<file path="src/rtl/common_data_bus.sv">
// common_data_bus
//   Collects results from three ALUs into per-ALU FIFOs and broadcasts one
//   result per cycle on the common data bus, using round-robin arbitration.
//
// Ports
//   clk, rstn                     clock, asynchronous active-low reset
//   fu_valid/result/destReg/ROBNum_ALUk   result presented by ALU k
//   wb_ready_ALUk                 FIFO k has room (registered count only)
//   cdb_stall                     consumer cannot take a broadcast
//   cdb_valid/data/destReg/ROBNum/aluNum  registered broadcast
//   overflow_err                  sticky: a result arrived at a full FIFO
module common_data_bus #(
   parameter int FIFO_DEPTH = 4
) (
   input  logic        clk,
   input  logic        rstn,
   input  logic        fu_valid_ALU0,
   input  logic [31:0] fu_result_ALU0,
   input  logic [5:0]  fu_destReg_ALU0,
   input  logic [15:0] fu_ROBNum_ALU0,
   input  logic        fu_valid_ALU1,
   input  logic [31:0] fu_result_ALU1,
   input  logic [5:0]  fu_destReg_ALU1,
   input  logic [15:0] fu_ROBNum_ALU1,
   input  logic        fu_valid_ALU2,
   input  logic [31:0] fu_result_ALU2,
   input  logic [5:0]  fu_destReg_ALU2,
   input  logic [15:0] fu_ROBNum_ALU2,
   output logic        wb_ready_ALU0,
   output logic        wb_ready_ALU1,
   output logic        wb_ready_ALU2,
   input  logic        cdb_stall,
   output logic        cdb_valid,
   output logic [31:0] cdb_data,
   output logic [5:0]  cdb_destReg,
   output logic [15:0] cdb_ROBNum,
   output logic [1:0]  cdb_aluNum,
   output logic        overflow_err
);

   // FIFO_DEPTH is a power of two >= 2, so pointers wrap naturally.
   localparam int PW = $clog2(FIFO_DEPTH);
   localparam logic [PW:0]   FULL_CNT = (PW+1)'(FIFO_DEPTH);
   localparam logic [PW:0]   CNT_ONE  = 1;
   localparam logic [PW-1:0] PTR_ONE  = 1;

   typedef struct packed {
      logic [31:0] data;
      logic [5:0]  dest;
      logic [15:0] rob;
   } entry_t;

   entry_t        in_ent [3];
   logic [2:0]    in_vld;
   entry_t        mem_q  [3][FIFO_DEPTH];
   logic [PW-1:0] wptr_q [3];
   logic [PW-1:0] rptr_q [3];
   logic [PW:0]   cnt_q  [3];
   logic [PW:0]   cnt_d  [3];
   logic [2:0]    rdy, push, pop, nonempty;
   logic [1:0]    rr_q, rr_d;

   logic          grant_vld;
   logic [1:0]    grant_idx;
   logic [2:0]    cand_sum;
   logic [1:0]    cand;
   entry_t        head;

   logic          valid_q, valid_d;
   entry_t        out_q, out_d;
   logic [1:0]    alu_q, alu_d;
   logic          ovf_q;

   assign in_vld    = {fu_valid_ALU2, fu_valid_ALU1, fu_valid_ALU0};
   assign in_ent[0] = '{data: fu_result_ALU0, dest: fu_destReg_ALU0, rob: fu_ROBNum_ALU0};
   assign in_ent[1] = '{data: fu_result_ALU1, dest: fu_destReg_ALU1, rob: fu_ROBNum_ALU1};
   assign in_ent[2] = '{data: fu_result_ALU2, dest: fu_destReg_ALU2, rob: fu_ROBNum_ALU2};

   always_comb begin
      rdy      = '0;
      push     = '0;
      nonempty = '0;
      for (int k = 0; k < 3; k++) begin
         rdy[k]      = (cnt_q[k] != FULL_CNT);
         push[k]     = in_vld[k] & rdy[k];
         nonempty[k] = (cnt_q[k] != '0);
      end
   end

   // Scan from lowest to highest priority so the highest-priority hit wins.
   always_comb begin
      grant_vld = 1'b0;
      grant_idx = 2'd0;
      cand_sum  = '0;
      cand      = 2'd0;
      for (int i = 2; i >= 0; i--) begin
         cand_sum = {1'b0, rr_q} + 3'(i);
         cand     = (cand_sum >= 3'd3) ? 2'(cand_sum - 3'd3) : cand_sum[1:0];
         if (nonempty[cand]) begin
            grant_vld = 1'b1;
            grant_idx = cand;
         end
      end
   end

   always_comb begin
      case (grant_idx)
         2'd0:    head = mem_q[0][rptr_q[0]];
         2'd1:    head = mem_q[1][rptr_q[1]];
         default: head = mem_q[2][rptr_q[2]];
      endcase
   end

   always_comb begin
      pop = '0;
      for (int k = 0; k < 3; k++) begin
         pop[k] = grant_vld & ~cdb_stall & (grant_idx == 2'(k));
         if (push[k] && !pop[k]) begin
            cnt_d[k] = cnt_q[k] + CNT_ONE;
         end else if (!push[k] && pop[k]) begin
            cnt_d[k] = cnt_q[k] - CNT_ONE;
         end else begin
            cnt_d[k] = cnt_q[k];
         end
      end
   end

   always_comb begin
      valid_d = valid_q;
      out_d   = out_q;
      alu_d   = alu_q;
      rr_d    = rr_q;
      if (!cdb_stall) begin
         if (grant_vld) begin
            valid_d = 1'b1;
            out_d   = head;
            alu_d   = grant_idx;
            rr_d    = (grant_idx == 2'd2) ? 2'd0 : grant_idx + 2'd1;
         end else begin
            valid_d = 1'b0;
         end
      end
   end

   always_ff @(posedge clk or negedge rstn) begin
      if (!rstn) begin
         for (int k = 0; k < 3; k++) begin
            wptr_q[k] <= '0;
            rptr_q[k] <= '0;
            cnt_q[k]  <= '0;
         end
         rr_q    <= 2'd0;
         valid_q <= 1'b0;
         out_q   <= '0;
         alu_q   <= 2'd0;
         ovf_q   <= 1'b0;
      end else begin
         for (int k = 0; k < 3; k++) begin
            if (push[k]) wptr_q[k] <= wptr_q[k] + PTR_ONE;
            if (pop[k])  rptr_q[k] <= rptr_q[k] + PTR_ONE;
            cnt_q[k] <= cnt_d[k];
         end
         rr_q    <= rr_d;
         valid_q <= valid_d;
         out_q   <= out_d;
         alu_q   <= alu_d;
         ovf_q   <= ovf_q | (|(in_vld & ~rdy));
      end
   end

   // Storage needs no reset: entries are only visible through the counts.
   always_ff @(posedge clk) begin
      for (int k = 0; k < 3; k++) begin
         if (push[k]) mem_q[k][wptr_q[k]] <= in_ent[k];
      end
   end

   assign wb_ready_ALU0 = rdy[0];
   assign wb_ready_ALU1 = rdy[1];
   assign wb_ready_ALU2 = rdy[2];
   assign cdb_valid     = valid_q;
   assign cdb_data      = out_q.data;
   assign cdb_destReg   = out_q.dest;
   assign cdb_ROBNum    = out_q.rob;
   assign cdb_aluNum    = alu_q;
   assign overflow_err  = ovf_q;

endmodule

</file>
<file path="config.mk">
export PLATFORM = sky130hd
export DESIGN_NAME = common_data_bus
export DESIGN_NICKNAME = d
export VERILOG_FILES = /design/src/rtl/common_data_bus.sv
export SDC_FILE = /design/constraint.sdc
export NUM_CORES = 1
export LEC_CHECK = 0
export ABC_AREA = 1
export BUFFER_PORTS_ARGS = -buffer_cell sky130_fd_sc_hd__buf_2
export CORE_MARGIN = 5
export CORE_UTILIZATION = 35
export CTS_CLUSTER_SIZE = 25
export DETAILED_ROUTE_END_ITERATION = 10
export HOLD_SLACK_MARGIN = 0.03
export PLACE_DENSITY = 0.64
export SYNTH_ARGS = -nofsm -noshare
export SYNTH_HDL_FRONTEND = slang
export SYNTH_SLANG_ARGS = --single-unit
</file>
<file path="constraint.sdc">
create_clock -name clk -period 3.7 [get_ports clk]
set_clock_uncertainty 0.05 [all_clocks]
set_input_delay 0.37 -clock clk [delete_from_list [all_inputs] [get_ports clk]]
set_output_delay 0.37 -clock clk [all_outputs]
set_load 0.03 [all_outputs]
</file>
After elaboration in Yosys (flattened, before gate mapping)
Memories as Yosys holds them, arrays and structs flattened. Index checks and enable logic that the tools add are counted.

Reduce and logical (&&, ||, !) cells: 24. Eq/ne operators: 5. Order comparisons: 15. Divide/modulo/power cells: 0. Bitwise operators: 17. Shift operators: 0. Mux-type cells: 45. Add/sub/neg operators: 18. $mul: 0.

Operators by type and width (number): $mux 216 (3); $mux 54 (9); $bmux 54 s2 (3); $demux 54 s2 (3); $pmux 54 s2 (1); $ge 3x3->1 const B (6); $mux 3 (6); $not 2->3 (6); $add 2x1->2 const B (7); $mux 2 (7); $mux 1 (10); $add 3x1->3 const B (3); $logic_and 1x1->1 (9); $lt 2x3->1 const B (3); $lt 3x1->1 const B (3); $ne 3x3->1 const B (3); $reduce_bool 3->1 (3); $sub 3x1->3 const B (3); $and 1x1->1 (7); $bmux 1 s2 (3); $ge 3x2->1 const B (2); $logic_not 1->1 (6); $reduce_bool 2->1 (3); $sub 2x2->2 const B (3); other kinds (12) (12).

Latch bits: 0. Memories: 1. Bits in writable memories: 648. Output and inout bits: 61. Register bits: 81. ROM bits: 0. Word-level logic and storage cells: 141.

Memories: mem_q (depth 3, width 216, read ports 3, clocked after memory_dff 0, wr ports 3, RTL line 55) `entry_t mem_q [3][FIFO_DEPTH];`.

Logic depth before layout (Yosys ltp)
Gate-level depths: netlist of run 1.

Depth in word-level cells: 13. Depth in mapped cells: 19. Gate-level depth less buffers: 18.

Worst setup path after synthesis of run 1
No wires, ideal clock.

Kind: register to register. Start point: register cnt_q[3] (netlist name). End point: memory mem_q[0][216] (netlist name) (enable). Setup time: 0.466 ns. Slack: -0.054 ns. Arrival time: 3.238 ns. Clock period less this slack: 3.754 ns. Stages on the path, launching flop included: 5. Data required time: 3.184 ns. Path through: dfrtp_1 > nor2_4 > nand2_1 > nand2_1 > nor2_1.

RTL lines: start, declared (RTL line 58) `logic [PW:0] cnt_q [3];`; start signal, assigned by index (RTL line 161) `cnt_q[k] <= cnt_d[k];`; end, declared (RTL line 55).

Worst setup path after layout of run 1
Start point: register rr_q[0]. End point: register cnt_q[8] (netlist name).

Cells in the longest elaborated chain, start to end: 13. Elaborated cells on any way between the ends: 31.

Ends and longest elaborated chain: start, declared (RTL line 61) `logic [1:0] rr_q, rr_d;`; start signal, assigned (RTL line 163) `rr_q <= rr_d;`; $add 2x2->3 (RTL line 97) `cand_sum = {1'b0, rr_q} + 3'(i);`; $ge 3x2->1 / $sub 2x2->2 (equally long branches) (RTL line 98) `cand = (cand_sum >= 3'd3) ? 2'(cand_sum - 3'd3) : cand_sum[1:0];`; $mux 2 (RTL line 98); $bmux 1 s2 (RTL line 99) `if (nonempty[cand]) begin`; $mux 1 (not written as such) (RTL line 99); $mux 1 / $mux 2 (equally long branches) (3 in series) (RTL line 99); $and 1x1->1 / $logic_not 2->1 (equally long branches) (RTL line 117) `pop[k] = grant_vld & ~cdb_stall & (grant_idx == 2'(k));`; $and 1x1->1 (*) (RTL line 117); $logic_not 1->1 (RTL line 118) `if (push[k] && !pop[k]) begin`; $logic_and 1x1->1 (RTL line 118); $mux 3 / $reduce_bool 2->1 (equally long branches).

Every way passes the cells marked *; elsewhere a longest branch is shown, timed or not. The select of a mux whose other input is x is not followed. A chain may end at the register's enable or synchronous reset.

==> flow_metrics.py, run 1 <==
metrics = {
    "outcome": {
        "status": "complete, no violations",
    },
    "synth": {
        "ys_ff_latch": 729,
        "ys_seq_area_share_pct": 73.7,
        "yosys-top-cells-count": "648 x edfxtp_1, 380 x nor2_1, 321 x o21ai_0",
        "synth_enable_flop_cells": 648,
        "yosysWarnings": 0,
        "synth-async-reset-ratio_pct": 11.1,
        "syn_inst": 2294,
        "synth_area_leaders": "edfxtp_1 67%, dfrtp_1 6.9%, o21ai_0 5.5%, nor2_1 4.9%, nand3_1 2.8%",
        "synth_ff_type": "edfxtp_1",
        "netlist.area_leader.share_pct": 66.7,
        "post-synth-top-count-cell": "edfxtp_1",
        "syn_area_sq_mm": 0.0292,
        "netlist-cell-type-count": 35,
        "avgSynthCellArea_sq_um": 12.7,
        "yosysTopAreaCell": "edfxtp_1",
        "syn_nets": 2483,
    },
    "setup_path": {
        "path_buf_inv": 4,
        "cpMostUsedCell": "inv_1",
        "crit_chain": "inv_1, ha_1, inv_1, nand3_1, nand2_1, nand2_2, nand2_1, inv_2, nand3_1, ha_1, inv_1, fa_1, a21oi_1, o21ai_0, xor2_1",
        "worst-setup-path-type": "register to register",
        "worst_ep_arrival_time_ns": 3.35,
        "crit_path_end_kind": "register",
        "path_delay_family": "adder cells",
        "cp-start-kind": "register",
        "cpPeakStageDelay_ns": 0.38,
        "slowest_stage": "dfrtp_1",
        "crit_required_ns": 4.13,
        "cp_max_fo": 5,
    },
    "global_route": {
        "grt_overflow": 0,
        "grt_usage_pct": 17.9,
        "grt_first_pass_wirelength_mm": 121,
        "antenna_found_initial": 19,
        "grt_start_max_net_pins": 109,
        "grt_pass1_vias": 18800,
    },
    "timing": {
        "fin_setup_tns_ns": 0,
        "setup_viol_count_final": 0,
        "setup_ws_ns": 0.786,
        "tightestPinTransition_ns": 0.889,
        "finalMaxSlewViolations": 0,
        "slew_headroom_pct": 40.8,
        "fin_crit_sh_pct": 78.8,
        "min_period_ns": 2.91,
        "rsz0062_at_grt": "no",
        "hold_violations": 0,
        "max_freq_mhz": 343,
        "fin_hold_ws_ns": 0.349,
    },
    "clocking": {
        "clock_sinks": 729,
        "clkSlewWorstSetupHoldPaths_ns": 0.06,
        "cts-buffers-inserted": 75,
        "cts_tree": "yes",
        "post_cts_resized": 0,
        "h-tree-depth": 3,
        "root_buffer": "clkbuf_16",
        "insertion_delay_ns": 0.61,
        "cts.path.max_buffers": 3,
    },
    "finish": {
        "fillers": 7482,
        "layout-drive-gt1-share_pct": 15.9,
        "area.sequential_sq_mm": 0.0215,
        "final_nets": 2855,
        "fin_cells": 3809,
        "multi_input_area_sq_mm": 0.00680,
        "syn2layout_area_growth_pct": 22.2,
    },
    "power_and_ir_drop": {
        "power_density_mw_per_mm2": 855,
        "leakage_nw": 12.8,
        "ir_drop_v": 0.000662,
    },
    "route": {
        "wl_per_cell_microns": 21.6,
        "first_pass_iters": 5,
        "via_per_inst": 5.11,
        "totalWireLength_mm": 82.1,
        "drtAntennaViolNets": 0,
        "num_vias": 19500,
        "dr.first_iter.drc_count": 1650,
        "drc_errors": 0,
    },
    "place": {
        "dp.cells": 3493,
        "gp_congestion": 0.836,
        "dp_hpwl_mm": 54.2,
        "post-place-ws_ns": 0.806,
        "io_buffers": 228,
    },
    "floorplanning": {
        "start_util_pct": 35.4,
        "boundaryPins": 229,
        "core-area_sq_mm": 0.0824,
        "die_height_microns": 299,
        "rows": 105,
        "die_x_microns": 299,
        "fp.dieArea_sq_mm": 0.0892,
    },
    "flow_run": {
        "cap_viol_max_count": 0,
    },
    "min_path": {
        "hold_class": "primary input to register",
    },
}
-- per-stage QoR --
stage                     util, %  instance area (sq um)  total power [W]
final                        43.3                  35600           0.0305
after floorplan                 -                  29200           0.0190
after CTS                    43.2                  35600           0.0307
after global routing         43.2                  35600           0.0322
after global placement       38.3                  31600           0.0232
after detailed placement     38.3                  31600           0.0234
-- timing repair --
item / CTS / global route
buffers inserted: 0 / 0
hold endpoints to repair: 709 / 0
hold buffers: 166 / 0
-- cell usage in the layout, fill, tap and decap left out, types with 3 or more instances in the layout --
cell type and instances:
clkbuf_16 78, or2_0 30, edfxtp_1 648, a32o_1 5, xnor2_1 4, inv_2 6
bufinv_16 3, o22a_1 46, o22ai_1 111, clkinv_1 15, clkinvlp_4 5, clkbuf_1 12
buf_12 8, o21a_1 5, buf_4 40, o21ai_0 321, nand3_1 162, or2_2 7
buf_2 227, mux2_2 3, ha_1 18, fa_1 3, clkinv_2 15, nor2_1 368
or2_1 9, dlygate4sd3_1 166, a21oi_1 53, xor2_1 9, dfrtp_1 76, nand2_2 3
diode_2 14, clkinv_4 4, nand3_2 5, dfrtp_2 3, nor2_4 15, nand2_1 143
clkbuf_8 4, inv_1 84
-- flip-flops by register name (all words and copies together), names as in the netlist --
register and count:
cdb_ROBNum 16, rptr_q 6, cdb_valid 1, cdb_destReg 6, cdb_data 32, cnt_q 9, overflow_err 1, wptr_q 6
mem_q 648, cdb_aluNum 2, rr_q 2
-- cells by family (layout without fill, tap and decap cells) --
group,count (synthesis),in the layout,synth area share (%)
multiplexers,3,3,0.116
other,0,14,0
flip-flops,729,729,73.7
AND/OR/NAND/NOR,745,745,10.9
adder cells (fa/ha/maj),21,21,0.978
AO/OA/AOI/OAI,545,545,10.6
buffers and inverters,238,669,3.34
XOR/XNOR,13,13,0.390
-- metal layers --
layer | wire [microns] | share of wire, % | track usage [%] | up-vias
li1 | - | - | - | 9062
met1 | 34900 | 42 | 24.1 | 9647
met2 | 38400 | 47 | 28.7 | 626
met3 | 6300 | 7.7 | 4.43 | 120
met4 | 2490 | 3.0 | 5.79 | 12
met5 | 81 | 0.099 | 0 | -
-- area by class of cell --
| class | instances | share of cell area, % |
|---|---|---|
| Clock inverter | 42 | 0.850 |
| Antenna cell | 14 | 0.0983 |
| Inverter | 92 | 0.973 |
| Timing Repair Buffer | 441 | 9.14 |
| Multi-Input combinational cell | 1327 | 19.1 |
| Sequential cell | 729 | 60.3 |
| Tap cell | 1070 | 3.76 |
| Clock buffer | 94 | 5.76 |
-- power breakdown --
| part | internal, W | total (W) | switching (W) |
|---|---|---|---|
| sequential | 0.0110 | 0.0120 | 0.000975 |
| clock | 0.00415 | 0.00720 | 0.00305 |
| combinational | 0.00327 | 0.0113 | 0.00802 |
-- final timing paths --
| check | start | to | slack, ns | cells past startpoint |
|---|---|---|---|---|
| setup / recovery | rr_q[0]$_DFFE_PN0P_ | cnt_q[8]$_DFFE_PN0P_ | 0.79 | 15 |
| hold / removal | fu_valid_ALU2 | wptr_q[0]$_DFFE_PN0P_ | 0.35 | 3 |
| setup reg to reg | rr_q[0]$_DFFE_PN0P_ | cnt_q[8]$_DFFE_PN0P_ | 0.79 | 15 |
| hold reg to reg | cdb_aluNum[1]$_DFFE_PN0P_ | cdb_aluNum[1]$_DFFE_PN0P_ | 0.46 | 2 |
| max in group asynchronous | rstn | cdb_ROBNum[1]$_DFFE_PN0P_ | 2.36 | 3 |
| min in group asynchronous | rstn | cnt_q[8]$_DFFE_PN0P_ | 0.36 | 2 |
-- worst reg2reg max path: stages, from the launching register on --
cell and delay [ns]:
dfrtp_1 0.38, inv_1 0.07, ha_1 0.36, inv_1 0.14, nand3_1 0.14, nand2_1 0.11, nand2_2 0.05, nand2_1 0.16
inv_2 0.05, nand3_1 0.25, ha_1 0.21, inv_1 0.07, fa_1 0.38, a21oi_1 0.14, o21ai_0 0.12, xor2_1 0.16
No activity file was read; power rests on OpenSTA's default activity.
==> run 2: changes to the inputs <==
--- a/config.mk
+++ b/config.mk
@@ -5,14 +5,14 @@
 export SDC_FILE = /design/constraint.sdc
 export NUM_CORES = 1
 export LEC_CHECK = 0
-export ABC_AREA = 1
+export ABC_AREA = 0
 export BUFFER_PORTS_ARGS = -buffer_cell sky130_fd_sc_hd__buf_2
 export CORE_MARGIN = 5
 export CORE_UTILIZATION = 35
 export CTS_CLUSTER_SIZE = 25
 export DETAILED_ROUTE_END_ITERATION = 10
 export HOLD_SLACK_MARGIN = 0.03
-export PLACE_DENSITY = 0.64
+export PLACE_DENSITY = 0.62
 export SYNTH_ARGS = -nofsm -noshare
 export SYNTH_HDL_FRONTEND = slang
 export SYNTH_SLANG_ARGS = --single-unit
==> constraint.sdc (replaced) <==
create_clock -name clk -period 2.7 [get_ports clk]
set_clock_uncertainty 0.05 [all_clocks]
set_input_delay 0.27 -clock clk [delete_from_list [all_inputs] [get_ports clk]]
set_output_delay 0.27 -clock clk [all_outputs]
set_load 0.03 [all_outputs]
==> run 2 against run 1 <==
  * The run now ends with setup timing left
  * Design area fell by 0.67%
  * Area after synthesis fell by 4.3%
  * Sequential share of layout area rose by 0.45 points
  * First-iteration DRC count fell by 32%
  * Sequential power rose by 38%
  * Non-clock buffer count rose by 30
  * Critical endpoint unchanged
==> flow_metrics.py, run 2 <==
metrics = {
    "outcome": {
        "status": "finished, violations left",
        "violations": "setup timing",
    },
    "synth": {
        "syn_nets": 1563,
        "yosysTopAreaCell": "edfxtp_1",
        "yosysWarnings": 0,
        "post-synth-top-count-cell": "edfxtp_1",
        "synthAdderAreaFrac_pct": 1.02,
        "synth_ff_type": "edfxtp_1",
        "synth_simple_gate_area_share_pct": 4.25,
        "ys_seq_area_share_pct": 76.9,
        "netlist.area_leader.share_pct": 69.7,
        "muxShareOfSynthArea_pct": 13.2,
        "synth-async-reset-ratio_pct": 11.1,
        "synth_enable_flop_cells": 648,
        "yosys-top-cells-count": "648 x edfxtp_1, 162 x mux4_2, 117 x nand2_1",
        "syn_area_sq_mm": 0.0279,
        "netlist-cell-type-count": 44,
        "synth-compound-area-share_pct": 2.64,
        "synth_xor_xnor_area_share_pct": 0.565,
        "syn_inst": 1374,
        "synth_top_family_by_area": "multiplexers",
        "avgSynthCellArea_sq_um": 20.3,
        "synth_area_leaders": "edfxtp_1 70%, mux4_2 13%, dfrtp_1 7.3%, nand2_1 1.6%, a41oi_1 1.5%",
        "ys_ff_latch": 729,
    },
    "power_and_ir_drop": {
        "power_frac_comb_pct": 37.7,
        "ir_drop_v": 0.00140,
        "swShare_pct": 35.3,
        "seqPwrFrac_pct": 39.3,
        "leakage_nw": 12.0,
        "p_switching_w": 0.0149,
        "power_density_mw_per_mm2": 1190,
        "power.total_w": 0.0421,
        "intPower_w": 0.0272,
        "clkPwrFrac_pct": 23.0,
    },
    "route": {
        "totalWireLength_mm": 74.2,
        "first_pass_iters": 5,
        "wl_per_cell_microns": 25.1,
        "via_per_inst": 5.16,
        "dr.first_iter.drc_count": 1128,
        "drc_errors": 0,
        "num_vias": 15300,
        "drtAntennaViolNets": 0,
    },
    "setup_path": {
        "path_delay_family": "adder cells",
        "cpPeakStageDelay_ns": 0.41,
        "slowest_stage": "dfrtp_2",
        "crit_required_ns": 3.17,
        "crit_path_end_kind": "register",
        "worst_ep_arrival_time_ns": 3.29,
        "worst-setup-path-type": "register to register",
        "cp-start-kind": "register",
        "crit_chain": "inv_2, ha_4, nor2b_4, o221ai_2, o22a_4, o211ai_1, ha_2, inv_2, fa_2, xor2_1, nor2_1, xor2_1",
        "cp_max_fo": 7,
        "path_buf_inv": 2,
    },
    "finish": {
        "fin_cells": 2956,
        "fillers": 6682,
        "final_cell_area_sq_mm": 0.0354,
        "final_common_cell": "edfxtp_1",
        "largest_reg_flops": 648,
        "syn2layout_area_growth_pct": 26.7,
        "mostFrequentLayoutCells": "648 x edfxtp_1, 227 x buf_2, 166 x dlygate4sd3_1, 162 x mux4_2, 117 x nand2_1",
        "layout-drive-gt1-share_pct": 33.5,
        "final_nets": 2030,
    },
    "timing": {
        "min_period_ns": 2.82,
        "max_freq_mhz": 354,
        "setup_ws_ns": -0.124,
        "tightestPinTransition_ns": 0.662,
        "slew_headroom_pct": 55.8,
        "finalMaxSlewViolations": 0,
        "fin_crit_sh_pct": 105,
        "rsz0062_at_grt": "yes",
        "hold_violations": 0,
        "setup_viol_count_final": 5,
        "fin_hold_ws_ns": 0.175,
        "fin_setup_tns_ns": -0.291,
    },
    "clocking": {
        "h-tree-depth": 3,
        "clkSlewWorstSetupHoldPaths_ns": 0.06,
        "cts_tree": "yes",
        "insertion_delay_ns": 0.61,
        "clock_sinks": 729,
        "root_buffer": "clkbuf_16",
        "cts.path.max_buffers": 3,
        "cts-buffers-inserted": 74,
    },
    "global_route": {
        "grt_pass1_vias": 16600,
        "grt_first_pass_wirelength_mm": 110,
        "grt_overflow": 0,
        "grt_start_max_net_pins": 58,
        "antenna_found_initial": 8,
        "grt_usage_pct": 17.2,
    },
    "floorplanning": {
        "boundaryPins": 229,
        "die_x_microns": 292,
        "start_util_pct": 35.3,
        "fp.dieArea_sq_mm": 0.0855,
        "core-area_sq_mm": 0.0790,
        "rows": 103,
        "die_height_microns": 292,
    },
    "flow_run": {
        "cap_viol_max_count": 0,
    },
    "place": {
        "postPlaceCellArea_sq_mm": 0.0312,
        "dp_hpwl_mm": 46.7,
        "io_buffers": 228,
        "dp.cells": 2642,
        "gp_congestion": 0.814,
    },
    "min_path": {
        "hold_class": "primary input to register",
    },
}
run 2: logic make-up after synthesis:
logic type	count (synthesis)
xor+xnor	18
fa+ha+maj	21
flops	729
mux	165
buf+inv	95
compound gates	85
simple gates	261
run 2: worst register-to-register path, delay by kind of cell, from the launching register on:
kind,cells,cell delay (ns)
flip-flops,1,0.41
AND/OR/NAND/NOR,2,0.39
AO/OA/AOI/OAI,3,0.54
buffers and inverters,2,0.11
adder cells (fa/ha/maj),3,0.91
XOR/XNOR,2,0.34
run 2: routing by layer:
| metal | part of all wire, % | track usage (%) |
|---|---|---|
| met5 | 0.036 | 0 |
| met2 | 50 | 29.0 |
| met1 | 42 | 22.9 |
| met4 | 2.5 | 5.02 |
| met3 | 6.2 | 3.44 |
run 2: final timing paths:
kind,cells after the start,start,to,slack [ns]
max in group asynchronous,3,rstn,rr_q[0]$_DFFE_PN0P_,1.65
hold reg to reg,1,cdb_valid$_DFFE_PN0N_,cdb_valid$_DFFE_PN0N_,0.44
setup / recovery,12,rr_q[0]$_DFFE_PN0P_,cnt_q[8]$_DFFE_PN0P_,-0.12
hold / removal,3,fu_valid_ALU2,wptr_q[0]$_DFFE_PN0P_,0.17
min in group asynchronous,2,rstn,cdb_data[9]$_DFFE_PN0P_,0.21
setup reg to reg,12,rr_q[0]$_DFFE_PN0P_,cnt_q[8]$_DFFE_PN0P_,-0.12
run 2: power by group through the flow:
| stage | registers (W) | clock network [W] | logic [W] |
|---|---|---|---|
| global placement | 0.0166 | 0 | 0.0152 |
| detailed placement | 0.0168 | 0 | 0.0154 |
| finish | 0.0165 | 0.00968 | 0.0159 |
| global route | 0.0168 | 0.0103 | 0.0170 |
| CTS | 0.0166 | 0.00989 | 0.0159 |
| floorplan | 0.0169 | 0 | 0.00894 |
run 2: repair_timing:
action | 4_1_cts | 5_1_grt
gates resized for setup | 24 | 15
pin swaps | 9 | 8
setup buffers | 3 | 4
hold endpoints to repair | 683 | 0
setup endpoints to repair | 63 | 58
hold buffers | 166 | 0
gates cloned | 0 | 0
run 2: area by class of cell:
cell class	count	area (sq um)	area share, %
Tap cell	1050	1310	3.71
Sequential cell	729	21500	60.8
Clock inverter	28	230	0.650
Antenna cell	6	15.0	0.0424
Inverter	15	56.3	0.159
Timing Repair Buffer	471	3870	10.9
Multi-Input combinational cell	550	6350	17.9
Clock buffer	107	2050	5.78
run 2: metrics by stage:
step                      utilization, %  worst slack (ns)
final                               44.8            -0.124
after global routing                44.8            -0.195
after CTS                           44.7           -0.0874
after detailed placement            39.5            -0.170
after global placement              39.5           -0.0652
after floorplan                        -           -0.0138
==> run 3: changes to the inputs <==
--- a/config.mk
+++ b/config.mk
@@ -9,6 +9,7 @@
 export BUFFER_PORTS_ARGS = -buffer_cell sky130_fd_sc_hd__buf_2
 export CORE_MARGIN = 5
 export CORE_UTILIZATION = 35
+export CTS_BUF_LIST = sky130_fd_sc_hd__clkbuf_4 sky130_fd_sc_hd__clkbuf_8
 export CTS_CLUSTER_SIZE = 25
 export DETAILED_ROUTE_END_ITERATION = 10
 export HOLD_SLACK_MARGIN = 0.03
==> run 3 against run 2 <==
  * The run still ends with setup timing left
  * Non-clock buffer count is 1 lower
  * Die area stayed put
  * Routed wire length is 0.65% higher
  * First-iteration DRC count is 15% lower
  * Sequential power hardly changed
  * Final cell count is 2.6% higher
  * Critical path type unchanged
  * Highest routed layer unchanged
==> flow_metrics.py, run 3 (same netlist as run 2, synthesis figures left out) <==
metrics = {
    "clocking": {
        "insertion_delay_ns": 0.73,
        "cts-buffers-inserted": 112,
        "cts.path.max_buffers": 3,
        "cts_tree": "yes",
        "clkSlewWorstSetupHoldPaths_ns": 0.06,
        "clock_sinks": 729,
        "h-tree-depth": 3,
        "root_buffer": "clkbuf_8",
    },
    "setup_path": {
        "path_buf_inv": 3,
        "crit_path_end_kind": "register",
        "cpMostUsedCell": "inv_1",
        "cp-start-kind": "register",
        "worst_ep_arrival_time_ns": 3.34,
        "crit_chain": "buf_4, ha_4, inv_1, a221oi_4, a311oi_4, o211ai_1, ha_2, inv_1, fa_2, mux2_2",
        "slowest_stage": "fa_2",
        "crit_cells": 10,
        "path_delay_family": "adder cells",
        "worst-setup-path-type": "register to register",
        "ff2ff_path_depth": 10,
        "crit_required_ns": 3.23,
        "cpPeakStageDelay_ns": 0.42,
        "cp_max_fo": 5,
    },
    "route": {
        "first_pass_iters": 5,
        "num_vias": 15500,
        "wl_per_cell_microns": 24.6,
        "dr.first_iter.drc_count": 957,
        "totalWireLength_mm": 74.7,
        "drtAntennaViolNets": 0,
        "drc_errors": 0,
        "via_per_inst": 5.12,
    },
    "timing": {
        "fin_crit_sh_pct": 104,
        "setup_ws_ns": -0.107,
        "min_period_ns": 2.81,
        "hold_violations": 0,
        "setup_viol_count_final": 4,
        "tightestPinTransition_ns": 0.698,
        "fin_setup_tns_ns": -0.240,
        "slew_headroom_pct": 53.4,
        "max_freq_mhz": 356,
        "finalMaxSlewViolations": 0,
        "rsz0062_at_grt": "yes",
    },
    "finish": {
        "largest_reg_flops": 648,
        "final_nets": 2067,
        "multi_input_area_sq_mm": 0.00636,
        "final_common_cell": "edfxtp_1",
        "area.sequential_sq_mm": 0.0215,
        "fillers": 6715,
        "fin_cells": 3032,
        "mostFrequentLayoutCells": "648 x edfxtp_1, 227 x buf_2, 168 x dlygate4sd3_1, 162 x mux4_2, 134 x clkbuf_8",
        "layout-drive-gt1-share_pct": 36.8,
        "syn2layout_area_growth_pct": 27.1,
    },
    "global_route": {
        "grt_usage_pct": 17.4,
        "grt_start_max_net_pins": 58,
        "grt_pass1_vias": 17000,
        "grt_overflow": 0,
        "antenna_found_initial": 9,
        "grt_first_pass_wirelength_mm": 111,
    },
    "floorplanning": {
        "core-area_sq_mm": 0.0790,
        "rows": 103,
        "boundaryPins": 229,
        "start_util_pct": 35.3,
        "die_height_microns": 292,
        "fp.dieArea_sq_mm": 0.0855,
        "die_x_microns": 292,
    },
    "power_and_ir_drop": {
        "leakage_nw": 12.1,
        "clkPwrFrac_pct": 22.6,
        "ir_drop_v": 0.00112,
        "power_density_mw_per_mm2": 1180,
        "p_switching_w": 0.0150,
        "power_frac_comb_pct": 37.9,
        "swShare_pct": 35.8,
        "intPower_w": 0.0268,
        "seqPwrFrac_pct": 39.6,
    },
    "place": {
        "post-place-ws_ns": -0.170,
        "io_buffers": 228,
        "dp_hpwl_mm": 46.7,
        "gp_congestion": 0.814,
        "dp.cells": 2642,
    },
    "outcome": {
        "status": "finished, violations left",
        "violations": "setup timing",
    },
    "flow_run": {
        "cap_viol_max_count": 0,
    },
    "min_path": {
        "hold_class": "primary input to asynchronous set/reset pin",
    },
}
-- run 3: cell count changes in the layout (fill, tap and decap cells not counted), sizes merged --
cell / previous run / this run
buf: 304 / 301
clkinv: 22 / 31
inv: 18 / 19
clkinvlp: 1 / 2
diode: 6 / 7
clkbuf: 108 / 174
dlygate4sd3: 166 / 168
bufinv: 2 / 1
-- run 3: layout make-up --
class / count / share of cell area, %
tap: 1050 / 3.70
multi-input combinational: 550 / 17.9
timing repair buffer: 470 / 10.9
inverter: 15 / 0.159
clock buffer: 173 / 6.00
sequential: 729 / 60.6
antenna: 7 / 0.0493
clock inverter: 38 / 0.680
-- run 3: power by group through the flow --
stage               Combinational, W  Sequential, W  Clock, W
floorplan                    0.00894         0.0169         0
global placement              0.0152         0.0166         0
detailed placement            0.0154         0.0168         0
CTS                           0.0159         0.0166   0.00965
global route                  0.0169         0.0168    0.0102
finish                        0.0158         0.0165   0.00944
-- run 3: routing by layer --
layer | vias to the layer above | GRT usage, % | wire length, microns
li1 | 6686 | - | -
met1 | 8192 | 22.7 | 30800
met2 | 522 | 29.3 | 37400
met3 | 116 | 3.67 | 4540
met4 | 6 | 5.46 | 1840
met5 | - | 0 | 34
-- run 3: path summary, 6_finish.rpt --
| check | endpoint | from | slack [ns] |
|---|---|---|---|
| worst max-delay path | cnt_q[7]$_DFFE_PN0P_ | rr_q[0]$_DFFE_PN0P_ | -0.11 |
| worst min-delay path | cdb_data[4]$_DFFE_PN0P_ | rstn | 0.1 |
| worst max register to register | cnt_q[7]$_DFFE_PN0P_ | rr_q[0]$_DFFE_PN0P_ | -0.11 |
| worst min register to register | cdb_valid$_DFFE_PN0N_ | cdb_valid$_DFFE_PN0N_ | 0.44 |
| max in group asynchronous | rptr_q[2]$_DFFE_PN0P_ | rstn | 1.71 |
| min in group clk | mem_q[0][244]$_DFFE_PP_ | fu_result_ALU1[6] | 0.24 |
-- run 3: timing repair --
item / in CTS / in global routing
resized for setup: 16 / 21
pin swaps: 10 / 15
hold endpoints to repair: 725 / 0
setup endpoints to repair: 50 / 61
buffers inserted: 3 / 2
hold buffers: 168 / 0
-- run 3: worst register-to-register path, delay by kind of cell (launching register included) --
kind,cells,cell delay (ns)
AOI/OAI and AO/OA,3,0.76
adders and majority gates,3,0.83
buffers and inverters,3,0.38
DFF,1,0.41
muxes,1,0.27
-- run 3: metrics by stage --
step	power (W)	hold WS (ns)	utilization, %	instance area (sq um)
after CTS	0.0421	0.0603	44.8	35400
after global routing	0.0439	0.114	44.9	35500
final	0.0418	0.0957	44.9	35500
after detailed placement	0.0322	0.302	39.5	31200
after global placement	0.0318	0.304	39.5	31200
after floorplan	0.0259	-0.0756	-	28000
